**src/rtl/bram_playback_ctrl_if.sv**
```systemverilog
`default_nettype none
// ============================================================================
// Module      : bram_playback_ctrl_if
// Description : Waveform load stream between the PS-side loader (master) and
//               the BRAM playback controller (slave).
//               load_data  - one BRAM line
//               load_valid - load_data valid
//               load_last  - final line of the waveform
//               load_ready - controller accepts the beat
// Revision    : 1.0 - initial release
// ============================================================================
interface bram_playback_ctrl_if #(
    parameter int DATA_WIDTH = 256
);
    logic [DATA_WIDTH-1:0] load_data;
    logic                  load_valid;
    logic                  load_last;
    logic                  load_ready;

    modport master (
        output load_data,
        output load_valid,
        output load_last,
        input  load_ready
    );

    modport slave (
        input  load_data,
        input  load_valid,
        input  load_last,
        output load_ready
    );
endinterface
`default_nettype wire

```
**src/rtl/bram_playback_ctrl.sv**
```systemverilog
`default_nettype none
// ============================================================================
// Module      : bram_playback_ctrl
// Description : Sequences the BRAM line buffer: loads a waveform from a
//               valid/ready stream, switches the buffer into generator
//               (playback) mode and tears playback down again.
// Ports       : clk, rst_n         - clock, async active-low reset
//               load_start         - begin a load (IDLE only)
//               ld (slave)         - load stream: data/valid/last/ready
//               play_stop          - abort load/playback, back to IDLE
//               write_rdy          - BRAM interface ready for writes
//               valid_line_out     - generator output valid
//               bram_addr/line_in/we/en - BRAM write port (registered)
//               generator_mode     - BRAM in playback mode
//               rst_gen_mode       - one-cycle generator pointer reset
//               line_count         - lines written by the last load
//               state              - IDLE=0 WAIT_RDY=1 LOAD=2 ARM=3 PLAY=4
//               ovf                - sticky: load exceeded BRAM_DEPTH
//               load_checksum      - XOR of accepted lines (optional)
// Options     : LOAD_CHECKSUM_EN - adds the load_checksum output
// Revision    : 1.0 - initial release
// ============================================================================
module bram_playback_ctrl #(
    parameter  int DATA_WIDTH = 256,
    parameter  int BRAM_DEPTH = 16,
    localparam int ADDR_W     = $clog2(BRAM_DEPTH),
    localparam int CNT_W      = ADDR_W + 1
) (
    input  wire                   clk,
    input  wire                   rst_n,
    input  wire                   load_start,
    bram_playback_ctrl_if.slave   ld,
    input  wire                   play_stop,
    input  wire                   write_rdy,
    input  wire                   valid_line_out,
    output logic [ADDR_W-1:0]     bram_addr,
    output logic [DATA_WIDTH-1:0] bram_line_in,
    output logic                  bram_we,
    output logic                  bram_en,
    output logic                  generator_mode,
    output logic                  rst_gen_mode,
    output logic [CNT_W-1:0]      line_count,
    output logic [2:0]            state,
    output logic                  ovf
`ifdef LOAD_CHECKSUM_EN
   ,output logic [DATA_WIDTH-1:0] load_checksum
`endif
);
    localparam logic [2:0] c_IDLE     = 3'd0;
    localparam logic [2:0] c_WAIT_RDY = 3'd1;
    localparam logic [2:0] c_LOAD     = 3'd2;
    localparam logic [2:0] c_ARM      = 3'd3;
    localparam logic [2:0] c_PLAY     = 3'd4;

    logic [2:0]            r_state;
    logic [2:0]            w_state_nxt;
    logic                  w_start;
    logic                  w_stop;
    logic                  w_beat;
    logic                  w_at_end;
    logic                  w_full;
    logic                  w_we_nxt;
    logic [ADDR_W-1:0]     w_addr_nxt;
    logic [DATA_WIDTH-1:0] w_line_nxt;
    logic                  w_gen_nxt;
    logic                  w_rgm_nxt;
    logic [CNT_W-1:0]      w_cnt_nxt;
    logic                  w_ovf_nxt;

    // line_count doubles as the write pointer: the next beat lands at its value.
    assign w_full        = (line_count == CNT_W'(BRAM_DEPTH));
    assign w_at_end      = (line_count == CNT_W'(BRAM_DEPTH - 1));
    assign ld.load_ready = (r_state == c_LOAD) && !w_full;

    // play_stop wins over everything outside IDLE, and over load_start in IDLE.
    assign w_stop  = play_stop && (r_state != c_IDLE);
    assign w_start = load_start && !play_stop && (r_state == c_IDLE);
    // A beat coinciding with play_stop is dropped: the stop leaves we=0.
    assign w_beat  = ld.load_valid && ld.load_ready && !play_stop;

    assign state = r_state;

    // State register
    always_ff @(posedge clk or negedge rst_n) begin
        if (!rst_n) begin
            r_state <= c_IDLE;
        end else begin
            r_state <= w_state_nxt;
        end
    end

    // Next-state logic
    always_comb begin
        w_state_nxt = r_state;
        if (w_stop) begin
            w_state_nxt = c_IDLE;
        end else begin
            case (r_state)
                c_IDLE:     if (w_start) w_state_nxt = c_WAIT_RDY;
                c_WAIT_RDY: if (write_rdy) w_state_nxt = c_LOAD;
                c_LOAD:     if (w_beat && (ld.load_last || w_at_end)) w_state_nxt = c_ARM;
                c_ARM:      if (valid_line_out) w_state_nxt = c_PLAY;
                c_PLAY:     w_state_nxt = c_PLAY;
                default:    w_state_nxt = c_IDLE;
            endcase
        end
    end

    // Output logic: next values of the registered outputs
    always_comb begin
        w_we_nxt   = w_beat;
        w_addr_nxt = bram_addr;
        w_line_nxt = bram_line_in;
        w_cnt_nxt  = line_count;
        w_ovf_nxt  = ovf;
        // generator_mode rises one cycle after ARM is entered
        w_gen_nxt  = ((r_state == c_ARM) || (r_state == c_PLAY)) && !play_stop;
        w_rgm_nxt  = w_start || w_stop;
        if (w_start) begin
            w_cnt_nxt = '0;
            w_ovf_nxt = 1'b0;
        end else if (w_beat) begin
            w_addr_nxt = line_count[ADDR_W-1:0];
            w_line_nxt = ld.load_data;
            w_cnt_nxt  = line_count + CNT_W'(1);
            // Last BRAM line consumed without load_last: waveform truncated.
            if (w_at_end && !ld.load_last) begin
                w_ovf_nxt = 1'b1;
            end
        end
    end

    // Output registers
    always_ff @(posedge clk or negedge rst_n) begin
        if (!rst_n) begin
            bram_addr      <= '0;
            bram_line_in   <= '0;
            bram_we        <= 1'b0;
            bram_en        <= 1'b0;
            generator_mode <= 1'b0;
            rst_gen_mode   <= 1'b0;
            line_count     <= '0;
            ovf            <= 1'b0;
        end else begin
            bram_addr      <= w_addr_nxt;
            bram_line_in   <= w_line_nxt;
            bram_we        <= w_we_nxt;
            bram_en        <= w_we_nxt;
            generator_mode <= w_gen_nxt;
            rst_gen_mode   <= w_rgm_nxt;
            line_count     <= w_cnt_nxt;
            ovf            <= w_ovf_nxt;
        end
    end

`ifdef LOAD_CHECKSUM_EN
    logic [DATA_WIDTH-1:0] r_cks;

    always_ff @(posedge clk or negedge rst_n) begin
        if (!rst_n) begin
            r_cks <= '0;
        end else if (w_start) begin
            r_cks <= '0;
        end else if (w_beat) begin
            r_cks <= r_cks ^ ld.load_data;
        end
    end

    assign load_checksum = r_cks;
`endif

endmodule
`default_nettype wire

```
**src/flat_wrapper.sv**
```systemverilog
// flat-port wrapper written by rule: the top's interface ports become plain ports
module bram_playback_ctrl_flat 
#(
    parameter  int DATA_WIDTH = 256,
    parameter  int BRAM_DEPTH = 16,
    localparam int ADDR_W     = $clog2(BRAM_DEPTH),
    localparam int CNT_W      = ADDR_W + 1
)
  (clk, rst_n, load_start, play_stop, write_rdy, valid_line_out, bram_addr, bram_line_in, bram_we, bram_en, generator_mode, rst_gen_mode, line_count, state, ovf, ld_load_data, ld_load_valid, ld_load_last, ld_load_ready);
  bram_playback_ctrl_if #(.DATA_WIDTH(DATA_WIDTH)) ld_i ();
  input  wire clk;
  input  wire rst_n;
  input  wire load_start;
  input  wire play_stop;
  input  wire write_rdy;
  input  wire valid_line_out;
  output logic [ADDR_W-1:0] bram_addr;
  output logic [DATA_WIDTH-1:0] bram_line_in;
  output logic bram_we;
  output logic bram_en;
  output logic generator_mode;
  output logic rst_gen_mode;
  output logic [CNT_W-1:0] line_count;
  output logic [2:0] state;
  output logic ovf;
  input wire logic [$bits(ld_i.load_data)-1:0] ld_load_data;
  input wire logic [$bits(ld_i.load_valid)-1:0] ld_load_valid;
  input wire logic [$bits(ld_i.load_last)-1:0] ld_load_last;
  output wire logic [$bits(ld_i.load_ready)-1:0] ld_load_ready;
  assign ld_i.load_data = ld_load_data;
  assign ld_i.load_valid = ld_load_valid;
  assign ld_i.load_last = ld_load_last;
  assign ld_load_ready = ld_i.load_ready;
  bram_playback_ctrl #(.DATA_WIDTH(DATA_WIDTH), .BRAM_DEPTH(BRAM_DEPTH)) u_core (.clk(clk), .rst_n(rst_n), .load_start(load_start), .ld(ld_i), .play_stop(play_stop), .write_rdy(write_rdy), .valid_line_out(valid_line_out), .bram_addr(bram_addr), .bram_line_in(bram_line_in), .bram_we(bram_we), .bram_en(bram_en), .generator_mode(generator_mode), .rst_gen_mode(rst_gen_mode), .line_count(line_count), .state(state), .ovf(ovf));
endmodule
```
**config.mk**
```make
export PLATFORM = sky130hd
export DESIGN_NAME = bram_playback_ctrl_flat
export DESIGN_NICKNAME = d
export VERILOG_FILES = /design/src/rtl/bram_playback_ctrl_if.sv /design/src/rtl/bram_playback_ctrl.sv /design/src/flat_wrapper.sv
export SDC_FILE = /design/constraint.sdc
export NUM_CORES = 1
export LEC_CHECK = 0
export ABC_AREA = 1
export BUFFER_PORTS_ARGS = -buffer_cell sky130_fd_sc_hd__buf_4
export CORE_AREA = 2 2 208 210
export CTS_CLUSTER_SIZE = 40
export DETAILED_ROUTE_END_ITERATION = 8
export DIE_AREA = 0 0 210 212
export GPL_TIMING_DRIVEN = 0
export HOLD_SLACK_MARGIN = 0.15
export PLACE_DENSITY = 0.48
export SYNTH_ARGS = -nofsm -noshare
export SYNTH_HDL_FRONTEND = slang
export SYNTH_SLANG_ARGS = --single-unit
```
**constraint.sdc**
```tcl
create_clock -name clk -period 1.8 [get_ports clk]
set_input_delay 0.18 -clock clk [delete_from_list [all_inputs] [get_ports clk]]
set_output_delay 0.18 -clock clk [all_outputs]
set_load 0.02 [all_outputs]
```
Word-level counts from Yosys, hierarchy flattened. Cells that the tools add are included.

Muxes and demuxes: 11. Bitwise operators: 1. Reduce and logical (&&, ||, !) cells: 22. Add/subtract/negate cells: 1. Equality and inequality tests: 10.

Operators with widths (number): 2-to-1 mux 3 bit (5); case mux 3 bit (5 select lines) (1); 2-to-1 mux 5 bit (2); logical AND 1 bit (9); != test 3 x 2 -> 1 bit, second input constant (3); == test 3 x 2 -> 1 bit, second input constant (2); adder 5 x 1 -> 5 bit, second input constant (1); == test 5 x 4 -> 1 bit, second input constant (1); == test 5 bit, second input constant (1); AND reduction 2 bit (2); AND reduction 4 bit (1); nonzero test 2 bit (2); == test 3 x 1 -> 1 bit, second input constant (1); == test 3 bit, second input constant (1); zero test 1 bit (3); zero test 3 bit (1); logical OR 1 bit (3); 2-to-1 mux 1 bit (3); != test 3 x 1 -> 1 bit, second input constant (1); nonzero test 3 bit (1); NOT 1 bit (1).

Output and inout port bits: 274. Register bits: 272. Word-level logic and storage cells: 53. Bits of input ports: 264.

Depth between registers and ports, before layout. Gate-level depths: netlist of run 1.

Depth in word-level cells: 9. Gate-level depth with buffers: 11. Depth with buffers taken out: 10.

Worst setup path before layout of run 1. OpenSTA, ideal clock, no wires.

Kind: register -> register. Start point: register u_core.line_count[0]. End point: register u_core.bram_line_in[100]. Arrival: 1.676 ns. Slack: 0.058 ns. Cell stages (with the launch flop): 11. Required time: 1.734 ns. Setup time: 0.066 ns. Path buffers: 2. Period minus slack after synthesis: 1.742 ns. Path through: dfrtp_1 inv_1 ha_1 nand2_1 inv_1 nand2_1 nand3_2 clkbuf_1 clkbuf_1 nand2_1 nand2_1.

Longest elaborated chain between the ends: 6.

Ends and longest elaborated chain: start, declared (line bram_playback_ctrl.sv:42) `output logic [CNT_W-1:0] line_count,`; start signal, assigned (line bram_playback_ctrl.sv:151) `line_count <= w_cnt_nxt;`; == test 5 bit (line bram_playback_ctrl.sv:71) `assign w_full = (line_count == CNT_W'(BRAM_DEPTH));`; zero test 1 bit (line bram_playback_ctrl.sv:73) `assign ld.load_ready = (r_state == c_LOAD) && !w_full;`; logical AND 1 bit (line bram_playback_ctrl.sv:73); logical AND 1 bit (2 in series) (line bram_playback_ctrl.sv:79) `assign w_beat = ld.load_valid && ld.load_ready && !play_stop;`; AND reduction 2 bit (no line); end signal, assigned (line bram_playback_ctrl.sv:146) `bram_line_in <= w_line_nxt;`; end, declared (line bram_playback_ctrl.sv:37) `output logic [DATA_WIDTH-1:0] bram_line_in,`.

No other way between the ends. A chain may end at the register's enable or synchronous reset.

Worst setup path in the final report of run 1.
Start point: register u_core.line_count[0]. End point: output ld_load_ready.

Longest elaborated chain between the ends: 3.

Ends and longest elaborated chain: == test 5 bit (line bram_playback_ctrl.sv:71); zero test 1 bit (line bram_playback_ctrl.sv:73); logical AND 1 bit (line bram_playback_ctrl.sv:73); end, declared (line flat_wrapper.sv:29) `output wire logic [$bits(ld_i.load_ready)-1:0] ld_load_ready;`.

No other way between the ends.

==> results of run 1 <==
[metrics by stage]
step | setup slack, ns | total power (uW) | cells | hold slack (ns)
4_1_cts | 0.00456 | 27800 | 2594 | 0.155
2_1_floorplan | 0.0581 | 14600 | 1181 | -0.116
3_3_place_gp | -2.06 | 20000 | 2264 | 0.374
5_1_grt | -0.0521 | 29200 | 2601 | 0.193
3_5_place_dp | -0.948 | 20100 | 2266 | 0.141
6_report | 0.0338 | 27600 | 2602 | 0.179
[worst max-delay path: stages, from the launching register on]
cell and delay, ns:
dfrtp_1 0.40, inv_1 0.08, ha_2 0.17, nand2_2 0.05, inv_2 0.06, nand2_4 0.08
nand2_2 0.08, inv_2 0.04, buf_6 0.12
[cell usage after synthesis, drive strengths merged]
master,instances,area share
o21ai,7,0.0034
clkbuf,24,0.0087
nand4,2,0.0012
dfrtp,272,0.66
nor2,12,0.0043
nand3b,1,0.00072
o22ai,1,0.00060
buf,34,0.020
or2,1,0.00060
inv,17,0.0061
nor3,7,0.0045
nand3,8,0.0043
o21a,1,0.00072
nand2,789,0.29
ha,3,0.0036
a21oi,2,0.00096
[layout make-up]
cell class	instances	area, sq um
fill	4015	23200
timing repair buffer	815	6850
sequential	272	6810
multi-input combinational	835	3280
clock buffer	49	1070
tap	546	683
buffer	58	465
clock inverter	9	78.8
inverter	17	71.3
antenna	1	2.50
[logic make-up after synthesis]
group                      count (synthesis)  share of synthesized area
buffers and inverters                     75                     0.0343
and+or+nand+nor                          820                      0.301
DFF                                      272                      0.656
adders and majority gates                  3                    0.00362
AOI/OAI and AO/OA                         11                    0.00566
[layer usage]
layer	global-route usage	vias to the layer above	part of all wire
li1	-	5269	-
met4	0.0572	0	0.021
met5	0	-	0
met3	0.0650	54	0.087
met1	0.208	5031	0.40
met2	0.314	401	0.49
[repair_timing]
action / 4_1_cts / 5_1_grt
setup buffers: 8 / 5
hold buffers: 262 / 0
setup endpoints to repair: 268 / 246
resized for setup: 53 / 51
gates cloned: 0 / 2
pin swaps: 3 / 6
endpoints found under the hold margin: 536 / 0
[registers in the layout, summed over array words and instances, names as in the netlist]
name                   flops
u_core.rst_gen_mode        1
u_core.ovf                 1
u_core.state               3
u_core.bram_we             1
u_core.bram_line_in      256
u_core.generator_mode      1
u_core.bram_addr           4
u_core.line_count          5
[path summary, 6_finish.rpt]
| kind | end | from | cells past startpoint | slack, ns |
|---|---|---|---|---|
| setup / recovery | ld_load_ready | u_core.line_count[0]$_DFFE_PN0P_ | 8 | 0.03 |
| max in group asynchronous | u_core.bram_line_in[6]$_DFFE_PN0P_ | rst_n | 3 | 0.63 |
| min in group clk | u_core.state[0]$_DFFE_PN0P_ | ld_load_valid | 7 | 0.29 |
| hold / removal | u_core.bram_line_in[207]$_DFFE_PN0P_ | rst_n | 2 | 0.18 |
| hold reg to reg | u_core.bram_line_in[243]$_DFFE_PN0P_ | u_core.bram_line_in[243]$_DFFE_PN0P_ | 2 | 0.48 |
| setup reg to reg | u_core.bram_line_in[147]$_DFFE_PN0P_ | u_core.line_count[0]$_DFFE_PN0P_ | 12 | 0.06 |
[power breakdown]
part	internal [uW]	leakage (uW)	total, uW	switching [uW]
clock network	4270	0.000568	6990	2720
logic	4740	0.00652	10900	6120
registers	8380	0.00360	9720	1340
total	17400	0.0107	27600	10200
==> impl_metrics.yaml, run 1 <==
clocking:
  cts_tree: "built"
  clk_latency_ns: 0.52
  clockBufferDepth: 3
  clockRootBuffer: "clkbuf_16"
  cts_sinks: 272
  ctsHtreeMaxLevel: 2
  clkTransAtPathRegs_ns: 0.06
  cts_made_buffers: 35
logic_synthesis:
  syn_nets: 1448
  ys.warnings.count: 0
  ys_ff_latch: 272
  avgSynthCellArea_sq_um: 8.79
  seq_area_frac_synth: 0.656
  syn_area_sq_mm: 0.0104
  netlist-cell-type-count: 20
  netlist_instances: 1181
sta:
  slew_headroom: 0.549
  rsz0062_at_grt: "yes"
  min_period_ns: 1.77
  finalSetupTns_ns: 0
  fmax_mhz: 566
  maxSlewViolCount: 0
  finalCritPeriodShare: 0.981
  worst_slew_pin_slew_ns: 0.676
  finalHoldViolations: 0
  finalSetupViolCount: 0
  skew_ns: 0.0157
pwr:
  power_density_mw_per_mm2: 1430
  power.leakage_uw: 0.0107
  worst_ir_drop_vdd_mv: 0.742
status:
  status: "finished clean"
worst_setup_path:
  path_class: "flop to output pin"
  cp_max_fo: 4
  worstSetupEndpointType: "output pin"
  start_kind: "flop"
  crit_required_ns: 1.62
  cp.arrival_ns: 1.59
detailed_routing:
  vias: 10800
  viasPerCell: 4.13
  wl_per_cell_microns: 16.0
  firstDrtPassIters: 4
  ant_nets: 0
  drc: 0
  wirelength_microns: 41500
  dr.first_iter.drc_count: 617
global_route:
  antenna_found_initial: 0
  overflow: 0
  grt_max_degree: 112
  grt_pass1_vias: 11200
  grt_pass1_wl_microns: 62900
  grt_usage: 0.181
finish:
  final_layout_size_suffix_gt1_frac: 0.334
  nets: 2301
  area.growth.synth_to_final_pct: 85.9
  fin_util: 0.454
  layout_common_cells: "nand2_1 (785), buf_4 (561), dfrtp_1 (271)"
  final_common_cell: "nand2_1"
  fin_area_sq_mm: 0.0193
hold_path:
  hold_path.class: "input port to asynchronous set/reset pin"
die:
  initial_core_util: 0.244
  die-area_sq_mm: 0.0445
  rows: 76
  die_height_microns: 212
  io_pins: 538
  die_x_microns: 210
  coreArea_sq_mm: 0.0425
job:
  drv_cap: 0
placement:
  portBuffers: 537
  dpl_cell_area_sq_mm: 0.0152
  place_hpwl_microns: 29600
  place.gp.congestion: 0.784
(Power assumes the default switching activity.)
==> run 2: changes to the inputs <==
CTS_BUF_LIST = sky130_fd_sc_hd__clkbuf_4 sky130_fd_sc_hd__clkbuf_8   (was unset)
SKIP_CTS_REPAIR_TIMING = 1   (was unset)
==> impl_metrics.yaml, run 2 (synthesized netlist as in run 1, its figures left out) <==
sta:
  min_period_ns: 1.80
  skew_ns: 0.0173
  rsz0062_at_grt: "yes"
  finalHoldViolations: 0
  maxSlewViolCount: 0
  finalSetupViolCount: 0
  worst_slew_pin_slew_ns: 0.658
  fmax_mhz: 556
  whs_ns: 0.166
  finalCritPeriodShare: 0.999
  slew_headroom: 0.561
finish:
  final_common_cell: "nand2_1"
  final_layout_size_suffix_gt1_frac: 0.344
  top_register: "u_core.bram_line_in"
  layout_common_cells: "nand2_1 (783), buf_4 (552), dfrtp_1 (269)"
  top_regs: "u_core.bram_line_in (256), u_core.line_count (5), u_core.bram_addr (4)"
  fin_area_sq_mm: 0.0192
  antennaDiodeCount: 0
  largest_reg_flops: 256
  nets: 2315
  fillers: 4013
  stdcell_count: 2630
  area.growth.synth_to_final_pct: 85.1
worst_setup_path:
  crit_buf_inv: 4
  r2r_slack_ns: 0.06
  crit_family: "flip-flops"
  path_class: "flop to output pin"
  crit_required_ns: 1.62
  reg2reg_to: "u_core.state[1]$_DFFE_PN0P_"
  crit_path_end: "ld_load_ready"
  ff2ff_path_depth: 9
  cp_common_cell: "inv_2"
  crit_start: "u_core.line_count[0]$_DFFE_PN0P_"
  cp_num_cells: 8
  worstSetupEndpointType: "output pin"
  start_kind: "flop"
  slowest_delay_ns: 0.43
  reg2reg_from: "u_core.line_count[0]$_DFFE_PN0P_"
  crit_chain: "inv_2 -> ha_4 -> nand2_2 -> inv_2 -> nand2_4 -> nand2_2 -> inv_2 -> buf_6"
  cp_max_fo: 4
  cp_slowest_cell: "dfrtp_2"
  cp.arrival_ns: 1.62
status:
  status: "finished clean"
detailed_routing:
  drc: 0
  dr.first_iter.drc_count: 503
  wl_per_cell_microns: 15.9
  viasPerCell: 4.10
  firstDrtPassIters: 6
  vias: 10800
  wirelength_microns: 41700
  ant_nets: 0
placement:
  portBuffers: 537
  dpl_cell_area_sq_mm: 0.0152
  place_hpwl_microns: 29600
  dp.cells: 2266
  place.gp.congestion: 0.784
clocking:
  clk_latency_ns: 0.61
  ctsHtreeMaxLevel: 2
  cts_sinks: 272
  clockRootBuffer: "clkbuf_8"
  clkTransAtPathRegs_ns: 0.05
  clockBufferDepth: 3
  cts_made_buffers: 51
  cts_tree: "built"
global_route:
  grt_pass1_vias: 10000
  antenna_found_initial: 0
  grt_max_degree: 112
  overflow: 0
  grt_pass1_wl_microns: 58800
  grt_usage: 0.172
die:
  io_pins: 538
  coreArea_sq_mm: 0.0425
  rows: 76
  die_x_microns: 210
  initial_core_util: 0.244
  die_height_microns: 212
  die-area_sq_mm: 0.0445
job:
  drv_cap: 0
pwr:
  power_density_mw_per_mm2: 1410
  worst_ir_drop_vdd_mv: 0.845
  power.leakage_uw: 0.0107
  power_uw: 27000
hold_path:
  hold_path.class: "input port to flop"
==> run 2: final cells by class <==
| type | count | area (sq um) | area share |
|---|---|---|---|
| Buffer | 58 | 458 | 0.0238 |
| Clock buffer | 85 | 1030 | 0.0534 |
| Clock inverter | 4 | 51.3 | 0.00267 |
| Inverter | 17 | 76.3 | 0.00397 |
| Multi-Input combinational cell | 834 | 3270 | 0.170 |
| Sequential cell | 272 | 6810 | 0.354 |
| Tap cell | 546 | 683 | 0.0355 |
| Timing Repair Buffer | 814 | 6850 | 0.357 |
==> run 2: worst min path at each step <==
| stage | startpoint | to | slack (ns) | cells after the start |
|---|---|---|---|---|
| 2_1_floorplan | rst_n | u_core.bram_addr[0]$_DFFE_PN0P_ | -0.12 | 0 |
| 3_5_place_dp | rst_n | u_core.bram_line_in[158]$_DFFE_PN0P_ | 0.14 | 1 |
| 3_3_place_gp | ld_load_data[66] | u_core.bram_line_in[66]$_DFFE_PN0P_ | 0.37 | 3 |
| 6_report | ld_load_valid | u_core.state[0]$_DFFE_PN0P_ | 0.17 | 7 |
| 4_1_cts | rst_n | u_core.bram_line_in[205]$_DFFE_PN0P_ | -0.56 | 1 |
| 5_1_grt | ld_load_valid | u_core.state[0]$_DFFE_PN0P_ | 0.16 | 7 |
==> run 2: layer usage <==
metal,share of wire,global-route usage,up-vias
met1,0.40,0.195,4989
met2,0.49,0.286,408
met3,0.090,0.0796,72
li1,-,-,5302
met5,0,0,-
met4,0.025,0.0624,0
==> run 2: power breakdown <==
group | internal [uW] | leakage (uW) | total (uW) | switching (uW)
sequential | 8390 | 0.00359 | 9720 | 1330
combinational | 4750 | 0.00652 | 10900 | 6130
clock | 3710 | 0.000574 | 6440 | 2730
total | 16800 | 0.0107 | 27000 | 10200
==> run 2: per-stage QoR <==
stage	util	setup WS, ns	TNS (ns)
2_1_floorplan	-	0.0581	0
3_3_place_gp	0.355	-2.06	-685.51
3_5_place_dp	0.357	-0.948	-138.64
4_1_cts	0.382	-0.976	-142.62
5_1_grt	0.452	-0.124	-0.306
6_report	0.452	0.00208	0
==> run 2: tightest hold or removal path, delay by kind of cell <==
| kind | cells | cell delay [ns] |
|---|---|---|
| AO/OA/AOI/OAI | 1 | 0.04 |
| AND/OR/NAND/NOR | 4 | 0.37 |
| buffers and inverters | 2 | 0.15 |
==> run 3: changes to the inputs <==
==> constraint.sdc (replaced) <==
create_clock -name clk -period 1.8 [get_ports clk]
set_input_delay 0 -clock clk [delete_from_list [all_inputs] [get_ports clk]]
set_output_delay 0 -clock clk [all_outputs]
set_load 0.02 [all_outputs]
==> impl_metrics.yaml, run 3 (synthesized netlist as in run 1, its figures left out) <==
status:
  status: "finished clean"
pwr:
  power_density_mw_per_mm2: 1290
  power_uw: 27400
  power.leakage_uw: 0.0115
  worst_ir_drop_vdd_mv: 0.861
clocking:
  cts_sinks: 272
  clkTransAtPathRegs_ns: 0.06
  clk_latency_ns: 0.61
  cts_made_buffers: 51
  clockRootBuffer: "clkbuf_8"
  clockBufferDepth: 3
  ctsHtreeMaxLevel: 2
  cts_tree: "built"
worst_setup_path:
  start_kind: "flop"
  crit_required_ns: 2.29
  reg2reg_to: "u_core.bram_line_in[62]$_DFFE_PN0P_"
  r2r_slack_ns: 0.06
  reg2reg_from: "u_core.line_count[0]$_DFFE_PN0P_"
  ff2ff_path_depth: 11
  worstSetupEndpointType: "flop"
  path_class: "flop to flop"
  cp.arrival_ns: 2.23
  crit_start: "u_core.line_count[0]$_DFFE_PN0P_"
  cp_max_fo: 10
detailed_routing:
  wl_per_cell_microns: 15.6
  vias: 11700
  dr.first_iter.drc_count: 623
  wirelength_microns: 44000
  viasPerCell: 4.14
  ant_nets: 0
  firstDrtPassIters: 4
  drc: 0
sta:
  worst_slew_pin_slew_ns: 0.677
  rsz0062_at_grt: "yes"
  maxSlewViolCount: 0
  slew_headroom: 0.549
  whs_ns: 0.153
  finalCritPeriodShare: 0.966
  finalHoldViolations: 0
  skew_ns: 0.0171
  setup_slack_ns: 0.0613
  finalSetupTns_ns: 0
  min_period_ns: 1.74
  finalSetupViolCount: 0
  fmax_mhz: 575
die:
  die_height_microns: 212
  initial_core_util: 0.244
  rows: 76
  die_x_microns: 210
  die-area_sq_mm: 0.0445
  io_pins: 538
  coreArea_sq_mm: 0.0425
placement:
  place.gp.congestion: 0.784
  pre_cts_ws_ns: -0.948
  portBuffers: 537
  place_hpwl_microns: 29600
  dpl_cell_area_sq_mm: 0.0152
hold_path:
  min_to: "u_core.bram_line_in[132]$_DFFE_PN0P_"
  worstHoldStart: "ld_load_data[132]"
  hold_path.class: "input port to flop"
  hold-path-cell-count: 4
global_route:
  overflow: 0
  grt_usage: 0.172
  grt_pass1_wl_microns: 58800
  grt_max_degree: 112
  grt_pass1_vias: 10000
  antenna_found_initial: 0
finish:
  top_regs: "u_core.bram_line_in (256), u_core.line_count (5), u_core.bram_addr (4)"
  final_common_cell: "nand2_1"
  fin_area_sq_mm: 0.0212
  largest_reg_flops: 256
  nets: 2503
  area.growth.synth_to_final_pct: 104
  top_register: "u_core.bram_line_in"
  final_layout_size_suffix_gt1_frac: 0.316
  layout_common_cells: "nand2_1 (776), buf_4 (555), dlygate4sd3_1 (456)"
job:
  drv_cap: 0
[run 3: routing by layer]
metal | wire length (microns) | GRT usage | vias to the layer above
met5 | 0 | 0 | -
met4 | 1190 | 0.0624 | 0
met3 | 3910 | 0.0796 | 83
met2 | 21700 | 0.286 | 451
met1 | 17100 | 0.195 | 5446
li1 | - | - | 5682
[run 3: report_power, final]
group | switching, uW | total (uW) | internal, uW | leakage [uW]
registers | 1360 | 9750 | 8390 | 0.00359
clock network | 2750 | 6460 | 3710 | 0.000574
logic | 6210 | 11200 | 5010 | 0.00734
[run 3: how the worst max path moves through the flow]
stage	to	slack, ns	cells past startpoint
2_1_floorplan	u_core.bram_line_in[100]$_DFFE_PN0P_	0.06	10
3_3_place_gp	u_core.bram_line_in[29]$_DFFE_PN0P_	-1.88	1
3_5_place_dp	u_core.bram_line_in[132]$_DFFE_PN0P_	-0.95	10
4_1_cts	u_core.bram_line_in[132]$_DFFE_PN0P_	-0.98	10
5_1_grt	u_core.state[1]$_DFFE_PN0P_	-0.07	9
6_report	u_core.bram_line_in[62]$_DFFE_PN0P_	0.06	11
[run 3: worst max-delay path, cell delays in order, from the launching register on]
cell	delay [ns]
dfrtp_2	0.42
inv_1	0.08
ha_2	0.16
nand2_1	0.05
inv_2	0.06
nand2_4	0.06
nand3_4	0.19
clkinv_8	0.11
buf_12	0.16
buf_6	0.15
nand2_1	0.11
nand2_1	0.06
[run 3: metrics by stage]
step | cells | utilization
global route | 2818 | 0.499
floorplan | 1181 | -
global placement | 2264 | 0.355
detailed placement | 2266 | 0.357
CTS | 2355 | 0.382
finish | 2819 | 0.499
[run 3: layout make-up]
cell class,instances,area (sq um)
flip-flops and latches,272,6810
clock inverters,4,51.3
diodes,1,2.50
well taps,546,683
repair buffers,1003,8720
inverters,17,76.3
plain buffers,57,547
multi-input cells,834,3290
clock buffers,85,1030
fillers,3812,21300
